<file path="config.mk">
export PLATFORM = sky130hd
export DESIGN_NAME = bsg_chip_mem_cmd_link_tx
export DESIGN_NICKNAME = d
export VERILOG_FILES = /design/src/rtl/bsg_chip_link_pkg.sv /design/src/rtl/bsg_chip_mem_header_decode.sv /design/src/rtl/bsg_chip_mem_cmd_link_tx.sv
export SDC_FILE = /design/constraint.sdc
export NUM_CORES = 1
export LEC_CHECK = 0
export CAP_MARGIN = 20
export CORE_MARGIN = 5
export CORE_UTILIZATION = 30
export DETAILED_ROUTE_END_ITERATION = 16
export PLACE_DENSITY_LB_ADDON = 0.12
export SLEW_MARGIN = 15
export SYNTH_ARGS = -nofsm -noshare
export SYNTH_HDL_FRONTEND = slang
export SYNTH_SLANG_ARGS = --single-unit
</file>
<file path="constraint.sdc">
create_clock -name clk_i -period 2.15 [get_ports clk_i]
set_input_delay 0.215 -clock clk_i [delete_from_list [all_inputs] [get_ports clk_i]]
set_output_delay 0.215 -clock clk_i [all_outputs]
set_load 0.02 [all_outputs]
</file>
<file path="src/rtl/bsg_chip_link_pkg.sv">
// Shared types and helpers for the chip memory-command link: message types,
// size encoding, beat decode and flit-count arithmetic.
package bsg_chip_link_pkg;

  typedef enum logic [3:0] {
    e_mem_rd    = 4'd0,
    e_mem_wr    = 4'd1,
    e_mem_uc_rd = 4'd2,
    e_mem_uc_wr = 4'd3,
    e_mem_amo   = 4'd5
  } mem_msg_e;

  // A command of 2^size bytes
  typedef enum logic [2:0] {
    e_size_1B   = 3'd0,
    e_size_2B   = 3'd1,
    e_size_4B   = 3'd2,
    e_size_8B   = 3'd3,
    e_size_16B  = 3'd4,
    e_size_32B  = 3'd5,
    e_size_64B  = 3'd6,
    e_size_128B = 3'd7
  } mem_size_e;

  localparam int beats_width_gp = 5;

  function automatic logic [beats_width_gp-1:0] beats_from_size(input logic [3:0] msg_type,
                                                                input logic [2:0] size);
    logic carries_data;
    carries_data = (msg_type == e_mem_wr) || (msg_type == e_mem_uc_wr) || (msg_type == e_mem_amo);
    if (!carries_data)
      return '0;
    else if (size <= e_size_8B)
      return beats_width_gp'(1);
    else
      return beats_width_gp'(1) << (size - e_size_8B);
  endfunction

  function automatic int hdr_flits(input int header_width, input int link_width);
    return (header_width + link_width - 1) / link_width;
  endfunction

  function automatic int data_flits(input int dword_width, input int link_width);
    return dword_width / link_width;
  endfunction

endpackage

</file>
<file path="src/rtl/bsg_chip_mem_header_decode.sv">
// Combinational header decode: extracts type and size fields and returns the
// number of 64-bit data beats that follow the header. Shared with the rx side.
module bsg_chip_mem_header_decode
  import bsg_chip_link_pkg::*;
#(
  parameter int header_width_p = 72,
  parameter int msg_type_lsb_p = 0,
  parameter int size_lsb_p     = 4
) (
  input  logic [header_width_p-1:0] header_i,
  output logic [beats_width_gp-1:0] beats_o
);

  logic [3:0] msg_type;
  logic [2:0] size;
  logic       unused_hdr_bits;

  assign msg_type        = header_i[msg_type_lsb_p +: 4];
  assign size            = header_i[size_lsb_p +: 3];
  assign beats_o         = beats_from_size(msg_type, size);
  assign unused_hdr_bits = ^header_i;

endmodule

</file>
<file path="src/rtl/bsg_chip_mem_cmd_link_tx.sv">
// Serializes header + data beats into link flits; first flit valid 1 cycle after header accept.
// Link stalls hold the flit; upstream readies depend on state only, early data is held off.
module bsg_chip_mem_cmd_link_tx
  import bsg_chip_link_pkg::*;
#(
  parameter int header_width_p = 72,
  parameter int dword_width_p  = 64,
  parameter int link_width_p   = 16,
  parameter int msg_type_lsb_p = 0,
  parameter int size_lsb_p     = 4
) (
  input  logic                      clk_i,
  input  logic                      reset_i,
  input  logic [header_width_p-1:0] mem_cmd_header_i,
  input  logic                      mem_cmd_header_v_i,
  output logic                      mem_cmd_header_ready_o,
  input  logic [dword_width_p-1:0]  mem_cmd_data_i,
  input  logic                      mem_cmd_data_v_i,
  output logic                      mem_cmd_data_ready_o,
  output logic [link_width_p-1:0]   link_data_o,
  output logic                      link_v_o,
  input  logic                      link_ready_i
);

  localparam int hf_lp        = hdr_flits(header_width_p, link_width_p);
  localparam int df_lp        = data_flits(dword_width_p, link_width_p);
  localparam int hdr_bits_lp  = hf_lp * link_width_p;
  localparam int sr_width_lp  = (hdr_bits_lp > dword_width_p) ? hdr_bits_lp : dword_width_p;
  localparam int max_flits_lp = (hf_lp > df_lp) ? hf_lp : df_lp;
  localparam int cnt_width_lp = $clog2(max_flits_lp + 1);

  typedef enum logic [1:0] {
    e_idle  = 2'd0,
    e_hdr   = 2'd1,
    e_dwait = 2'd2,
    e_dsend = 2'd3
  } state_e;

  state_e                    state_q, state_d;
  logic [sr_width_lp-1:0]    sr_q, sr_d;
  logic [cnt_width_lp-1:0]   cnt_q, cnt_d;
  logic [beats_width_gp-1:0] beats_q, beats_d;
  logic                      link_v_q, link_v_d;
  logic                      hdr_rdy_q, hdr_rdy_d;
  logic                      data_rdy_q, data_rdy_d;
  logic [beats_width_gp-1:0] hdr_beats;
  logic [beats_width_gp-1:0] beats_left;

  bsg_chip_mem_header_decode #(
    .header_width_p(header_width_p),
    .msg_type_lsb_p(msg_type_lsb_p),
    .size_lsb_p    (size_lsb_p)
  ) decode (
    .header_i(mem_cmd_header_i),
    .beats_o (hdr_beats)
  );

  assign beats_left = beats_q - beats_width_gp'(1);

  always_comb begin
    state_d = state_q;
    sr_d    = sr_q;
    cnt_d   = cnt_q;
    beats_d = beats_q;
    unique case (state_q)
      e_idle: begin
        if (mem_cmd_header_v_i) begin
          sr_d    = sr_width_lp'(mem_cmd_header_i);
          beats_d = hdr_beats;
          cnt_d   = '0;
          state_d = e_hdr;
        end
      end
      e_hdr: begin
        if (link_ready_i) begin
          sr_d  = sr_q >> link_width_p;
          cnt_d = cnt_q + cnt_width_lp'(1);
          if (cnt_q == cnt_width_lp'(hf_lp - 1))
            state_d = (beats_q != '0) ? e_dwait : e_idle;
        end
      end
      e_dwait: begin
        if (mem_cmd_data_v_i) begin
          sr_d    = sr_width_lp'(mem_cmd_data_i);
          cnt_d   = '0;
          state_d = e_dsend;
        end
      end
      e_dsend: begin
        if (link_ready_i) begin
          sr_d  = sr_q >> link_width_p;
          cnt_d = cnt_q + cnt_width_lp'(1);
          if (cnt_q == cnt_width_lp'(df_lp - 1)) begin
            beats_d = beats_left;
            state_d = (beats_left != '0) ? e_dwait : e_idle;
          end
        end
      end
      default: state_d = e_idle;
    endcase

    // Outputs are registered copies of the next state's decode.
    link_v_d   = (state_d == e_hdr) || (state_d == e_dsend);
    hdr_rdy_d  = (state_d == e_idle);
    data_rdy_d = (state_d == e_dwait);
  end

  always_ff @(posedge clk_i) begin
    if (reset_i) begin
      state_q    <= e_idle;
      sr_q       <= '0;
      cnt_q      <= '0;
      beats_q    <= '0;
      link_v_q   <= 1'b0;
      hdr_rdy_q  <= 1'b1;
      data_rdy_q <= 1'b0;
    end else begin
      state_q    <= state_d;
      sr_q       <= sr_d;
      cnt_q      <= cnt_d;
      beats_q    <= beats_d;
      link_v_q   <= link_v_d;
      hdr_rdy_q  <= hdr_rdy_d;
      data_rdy_q <= data_rdy_d;
    end
  end

  assign link_data_o            = sr_q[link_width_p-1:0];
  assign link_v_o               = link_v_q;
  assign mem_cmd_header_ready_o = hdr_rdy_q;
  assign mem_cmd_data_ready_o   = data_rdy_q;

endmodule

</file>
Word-level counts from Yosys, hierarchy flattened
Index checks and enable logic that the tools add are counted.
{"block": "classes", "muxes": 23, "n_addsub": 3, "n_lt_le_gt_ge": 1, "reduce_logical": 11, "shifts": 1, "eq_ne": 16}
{"cell": "two-way mux 80 bit", "count": 3}
{"cell": "one-hot mux 80 bit (3 select lines)", "count": 1}
{"cell": "two-way mux 5 bit", "count": 5}
{"cell": "two-way mux 2 bit", "count": 8}
{"cell": "one-hot mux 5 bit (2 select lines)", "count": 1}
{"cell": "nonzero test 5 bit", "count": 2}
{"cell": "two-way mux 3 bit", "count": 3}
{"cell": "one-hot mux 3 bit (3 select lines)", "count": 1}
{"cell": "== test 2 bit, second input constant", "count": 4}
{"cell": "inequality test 2 bit, second input constant", "count": 4}
{"cell": "one-hot mux 2 bit (4 select lines)", "count": 1}
{"cell": "<< shifter 1 x 3 -> 5 bit, first input constant", "count": 1}
{"cell": "subtractor 5 x 1 -> 5 bit, second input constant", "count": 1}
{"cell": "== test 2 x 1 -> 1 bit, second input constant", "count": 2}
{"cell": "== test 4 x 1 -> 1 bit, second input constant", "count": 1}
{"cell": "== test 4 x 2 -> 1 bit, second input constant", "count": 1}
{"cell": "== test 4 x 3 -> 1 bit, second input constant", "count": 1}
{"cell": "zero test 2 bit", "count": 2}
{"cell": "AND reduction 4 bit", "count": 1}
{"cell": "adder 3 x 1 -> 3 bit, second input constant", "count": 1}
{"cell": "== test 3 x 2 -> 1 bit, second input constant", "count": 1}
{"cell": "== test 3 bit, second input constant", "count": 1}
{"cell": "less-or-equal comparator 3 x 2 -> 1 bit, second input constant", "count": 1}
{"cell": "logical OR 1 bit", "count": 3}
{"cell": "other kinds (5)", "count": 5}
{"block": "word_totals", "reg_bits": 93, "output_inout_bits": 19, "in_bits": 141}

Depth between registers and ports, before layout
{"block": "depth", "ltp_word": 8, "depth_mapped": 7, "depth_no_buf": 7}

Hierarchy
Synthesis repeated with hierarchy kept, for this count alone.
{"block": "unflattened", "hier_cells": 568, "hier_area_um2": 4725.8}
{"module": "bsg_chip_mem_cmd_link_tx", "area_each_um2": 4585.6, "instances": 1, "cells_per_inst": 555, "seq_area_each_um2": 1701.6}
{"module": "bsg_chip_mem_header_decode", "area_each_um2": 140.1, "instances": 1, "cells_per_inst": 13, "seq_area_each_um2": 0.0}

Least setup slack after synthesis
Ideal clock, no wire load.
{"block": "synth_timing", "path_kind": "flip-flop to flip-flop", "from": "register state_q[0]", "to": "register sr_q[30]", "slack_ps": 550, "path_stages_with_launch": 8, "t_arrival_ps": 1467, "setup_time_ps": 132, "cell_sequence": "dfxtp_1 -> buf_2 -> inv_2 -> mux2_2 -> buf_2 -> buf_2 -> o211ai_1 -> a21oi_1"}
{"block": "synth_between", "elab_chain_len": 4}
{"element": "start: declaration", "line": "bsg_chip_mem_cmd_link_tx.sv:39", "text": "state_e state_q, state_d;"}
{"element": "start signal: assignment", "line": "bsg_chip_mem_cmd_link_tx.sv:110", "text": "state_q <= e_idle;"}
{"element": "start signal: assignment", "line": "bsg_chip_mem_cmd_link_tx.sv:118", "text": "state_q <= state_d;"}
{"element": "== test 2 bit / == test 2 x 1 -> 1 bit (equally long branches)", "line": "bsg_chip_mem_cmd_link_tx.sv:65", "text": "unique case (state_q)"}
{"element": "OR reduction 2 bit (no line)"}
{"element": "inequality test 2 x 1 -> 1 bit (no line)"}
{"element": "AND reduction 3 bit (no line)"}
{"element": "end signal: assignment", "line": "bsg_chip_mem_cmd_link_tx.sv:119", "text": "sr_q <= sr_d;"}
{"element": "end: declaration", "line": "bsg_chip_mem_cmd_link_tx.sv:40", "text": "logic [sr_width_lp-1:0] sr_q, sr_d;"}
Several ways; a longest one is shown, not always the timed one.
A chain may end at the register's enable or synchronous reset.

==> impl_metrics.prom <==
# TYPE chip_impl_metric gauge
chip_impl_metric{name="max_stage_delay_on_crit_path",unit="ns"} 0.70
chip_impl_metric{name="synthesis.yosys.warnings",unit=""} 0
chip_impl_metric{name="overflow",unit=""} 0
chip_impl_info{name="synth_commonest_cells",value="139 x nand2_1, 84 x dfxtp_1, 80 x a21oi_1, 58 x o211ai_1, 54 x mux2i_1"} 1
chip_impl_info{name="top_flip_flop_cell_by_instance_count_after_synthesis",value="dfxtp_1"} 1
chip_impl_metric{name="mappedNetlistNets",unit=""} 710
chip_impl_metric{name="drt_first_iter_violations",unit=""} 306
chip_impl_metric{name="timing.final.crit_share",unit="%"} 86.5
chip_impl_metric{name="post_route_cells_drive_above_1_share",unit="%"} 6.28
chip_impl_metric{name="clock_sinks",unit=""} 84
chip_impl_metric{name="clk-insertion-delay-late",unit="ns"} 0.33
chip_impl_metric{name="routed_wirelength",unit="um"} 13200
chip_impl_metric{name="synth.lib_cells_used.distinct",unit=""} 42
chip_impl_metric{name="pin_count",unit=""} 160
chip_impl_metric{name="timing.final.hold_violations",unit=""} 0
chip_impl_metric{name="ant_nets",unit=""} 0
chip_impl_metric{name="grt_first_pass_wirelength",unit="um"} 21700
chip_impl_metric{name="multi_input_gate_area",unit="mm2"} 0.00248
chip_impl_info{name="path_cells",value="clkdlybuf4s50_1"} 1
chip_impl_metric{name="remaining_drc_errors",unit=""} 0
chip_impl_metric{name="min_period",unit="ns"} 1.86
chip_impl_metric{name="final-max-slew-violation-count",unit=""} 0
chip_impl_metric{name="worstSetupPathDepth",unit=""} 1
chip_impl_metric{name="num-fill-cells",unit=""} 1478
chip_impl_metric{name="share_clk_of_total_power",unit="%"} 37.2
chip_impl_metric{name="clock_buffers_created_by_tritoncts",unit=""} 9
chip_impl_info{name="timing.critical_path.to",value="link_v_o"} 1
chip_impl_metric{name="power.total",unit="uW"} 4090
chip_impl_metric{name="number_of_cells_upsized_or_downsized_after_cts",unit=""} 0
chip_impl_metric{name="average_vias_per_placed_instance",unit=""} 4.92
chip_impl_info{name="crit_type",value="register to primary output"} 1
chip_impl_metric{name="timing.fmax",unit="GHz"} 0.537
chip_impl_metric{name="combPwrFrac",unit="%"} 20.3
chip_impl_metric{name="syn2layout_area_growth",unit="%"} 42.2
chip_impl_metric{name="postCtsSetupRepairBufs",unit=""} 0
chip_impl_metric{name="grt_antenna_before_repair",unit=""} 0
chip_impl_metric{name="seqPwrFrac",unit="%"} 42.4
chip_impl_metric{name="critical_path_buf_inv_count",unit=""} 1
chip_impl_info{name="r2r_start",value="state_q[0]"} 1
chip_impl_metric{name="worst_slew_pin_slew",unit="ns"} 0.470
chip_impl_metric{name="holdBufCountCts",unit=""} 0
chip_impl_metric{name="synth-async-reset-ratio",unit="%"} 0
chip_impl_metric{name="timing.max_slew.rel_slack",unit="%"} 68.6
chip_impl_metric{name="fin_setup_tns",unit="ns"} 0
chip_impl_info{name="crit_family",value="buffers and inverters"} 1
chip_impl_info{name="startpoint_type",value="register"} 1
chip_impl_metric{name="yosysSeqAreaShare",unit="%"} 37.0
chip_impl_metric{name="clock_pin_slew_of_the_registers_on_the_worst_case_setup_and_hold_paths",unit="ns"} 0.06
chip_impl_metric{name="netlist_instances",unit=""} 563
chip_impl_metric{name="intPower",unit="uW"} 3040
chip_impl_metric{name="gp_congestion",unit=""} 0.793
chip_impl_info{name="yosys.area.top_type",value="dfxtp_1"} 1
chip_impl_metric{name="worst-endpoint-arrival",unit="ns"} 1.65
chip_impl_metric{name="netlist_area",unit="mm2"} 0.00454
chip_impl_metric{name="power_switching",unit="uW"} 1050
chip_impl_metric{name="grt_start_max_net_pins",unit=""} 70
chip_impl_metric{name="synth-edff-count",unit=""} 0
chip_impl_info{name="synth_most_common_cell",value="nand2_1"} 1
chip_impl_info{name="setup.worst_path.end_class",value="primary output"} 1
chip_impl_metric{name="cts_max_level",unit=""} 3
chip_impl_metric{name="ff2ff_path_depth",unit=""} 5
chip_impl_info{name="rsz0062_at_grt",value="false"} 1
chip_impl_metric{name="coreArea",unit="mm2"} 0.0150
chip_impl_metric{name="first_global_vias",unit=""} 4338
chip_impl_metric{name="grt_util_all_layers",unit="%"} 14.9
chip_impl_metric{name="vdd.ir_drop.worst",unit="V"} 0.000313
chip_impl_info{name="timing.critical_path.from",value="state_q[0]"} 1
chip_impl_metric{name="rows",unit=""} 45
chip_impl_metric{name="fp.dieArea",unit="mm2"} 0.0177
chip_impl_metric{name="regArea",unit="mm2"} 0.00169
chip_impl_info{name="tritoncts_clock_tree",value="built"} 1
chip_impl_metric{name="wl_per_cell",unit="um"} 15.2
chip_impl_metric{name="floorplan.initialDensity",unit="%"} 30.2
chip_impl_info{name="critical_path.slowest_cell",value="clkdlybuf4s50_1"} 1
chip_impl_metric{name="buffer_ports.inserted",unit=""} 159
chip_impl_metric{name="ff2ff_setup_slack",unit="ns"} 0.34
chip_impl_metric{name="syn-mean-instance-area",unit="um2"} 8.07
chip_impl_metric{name="timing.critical_path.required",unit="ns"} 1.93
chip_impl_metric{name="setup_clock_skew_after_layout",unit="ns"} 0.00714
chip_impl_metric{name="seq_cells_post_synth",unit=""} 84
chip_impl_info{name="synth_area_leaders",value="dfxtp_1 37%, mux2i_1 12%, nand2_1 11%"} 1
chip_impl_metric{name="finalNetCount",unit=""} 828
chip_impl_metric{name="holdPathStages",unit=""} 2
chip_impl_metric{name="die_w",unit="um"} 133
chip_impl_metric{name="dr_vias",unit=""} 4294
chip_impl_metric{name="timing.max_cap.violations",unit=""} 0
chip_impl_info{name="outcome",value="finished clean"} 1
chip_impl_metric{name="chipHeight",unit="um"} 133
chip_impl_info{name="regToRegEndpoint",value="cnt_q[2]"} 1
chip_impl_metric{name="switching_share",unit="%"} 25.8
chip_impl_metric{name="critPathMaxFanout",unit=""} 11
chip_impl_info{name="hold_path_class",value="input pin to register"} 1
chip_impl_metric{name="pwr_density_cell",unit="mW/mm2"} 633
chip_impl_metric{name="detailed_place_hpwl",unit="um"} 9840
chip_impl_metric{name="total_leakage_power",unit="uW"} 0.00224
chip_impl_metric{name="synth_top_area_share",unit="%"} 37.0
chip_impl_metric{name="report.final.setup_viol",unit=""} 0
chip_impl_metric{name="antenna-diode-count",unit=""} 0
chip_impl_info{name="cts_root_buffer",value="clkbuf_16"} 1
chip_impl_metric{name="drtPass1Iterations",unit=""} 4
chip_impl_metric{name="clock_path_buffers",unit=""} 2
==> cells by family (layout without fill, tap and decap cells) <==
group | count (synthesis) | in the layout | share of synthesized area [%]
compound gates | 156 | 156 | 21.3
xor+xnor | 2 | 2 | 0.386
fa+ha+maj | 6 | 6 | 1.65
buf+inv | 73 | 195 | 8.43
flops | 84 | 84 | 37.0
mux | 65 | 65 | 15.0
simple gates | 177 | 177 | 16.2
==> metrics by stage <==
step / std cells / setup slack (ns) / area (um2) / hold WS [ns] / util, %
4_1_cts: 873 / 0.281 / 6460 / 0.332 / 43.0
6_report: 873 / 0.289 / 6460 / 0.346 / 43.0
3_3_place_gp: 858 / 0.215 / 6170 / 0.439 / 41.0
3_5_place_dp: 858 / 0.101 / 6170 / 0.445 / 41.0
2_1_floorplan: 563 / 0.550 / 4540 / 0.367 / -
5_1_grt: 873 / 0.211 / 6460 / 0.358 / 43.0
==> cell usage in the layout (no fill, tap or decap), drive strengths merged, types with 2 or more instances in the layout <==
master / Yosys / routed
clkbuf: 19 / 10
a211oi: 2 / 2
nand4: 3 / 3
nand2: 139 / 139
o211ai: 58 / 58
buf: 44 / 12
clkdlybuf4s50: 0 / 158
inv: 10 / 11
or3: 2 / 2
a21oi: 80 / 80
dfxtp: 84 / 84
nor2: 6 / 6
nand3: 17 / 17
a32o: 2 / 2
xor2: 2 / 2
o32ai: 2 / 2
clkinv: 0 / 3
o21ai: 6 / 6
mux2: 10 / 10
mux2i: 55 / 55
ha: 6 / 6
==> flip-flops by register name (all words and copies together) (netlist names) <==
signal and cells:
sr_q 72, beats_q 5, cnt_q 3, state_q 2
mem_cmd_data_ready_o 1, mem_cmd_header_ready_o 1
==> power groups by stage <==
stage	Combinational, uW	Sequential [uW]	Clock, uW
2_1_floorplan	457	1750	0
3_3_place_gp	829	1770	0
3_5_place_dp	840	1770	0
4_1_cts	843	1740	1570
5_1_grt	923	1750	1640
6_report	832	1730	1520
==> worst min-delay path by stage <==
stage / startpoint / end / slack, ns
2_1_floorplan: mem_cmd_header_i[64] / sr_q[64] / 0.37
3_3_place_gp: sr_q[66] / sr_q[66] / 0.44
3_5_place_dp: sr_q[67] / sr_q[67] / 0.44
4_1_cts: reset_i / sr_q[51] / 0.33
5_1_grt: reset_i / sr_q[66] / 0.36
6_report: reset_i / sr_q[51] / 0.35
==> final cells by class <==
cell class,instances,area share (%)
clock buffer,10,3.70
inverter,10,0.620
clock inverter,5,0.794
sequential,84,26.1
timing repair buffer,170,26.8
tap,188,3.64
multi-input combinational,406,38.4
==> per-layer routing <==
metal | GRT usage, % | share of wire [%]
met5 | 0 | 0
met4 | 4.16 | 0.97
met1 | 20.3 | 48
met2 | 24.0 | 46
met3 | 3.00 | 5.3
Note: power is estimated with default switching activity, not from simulation.
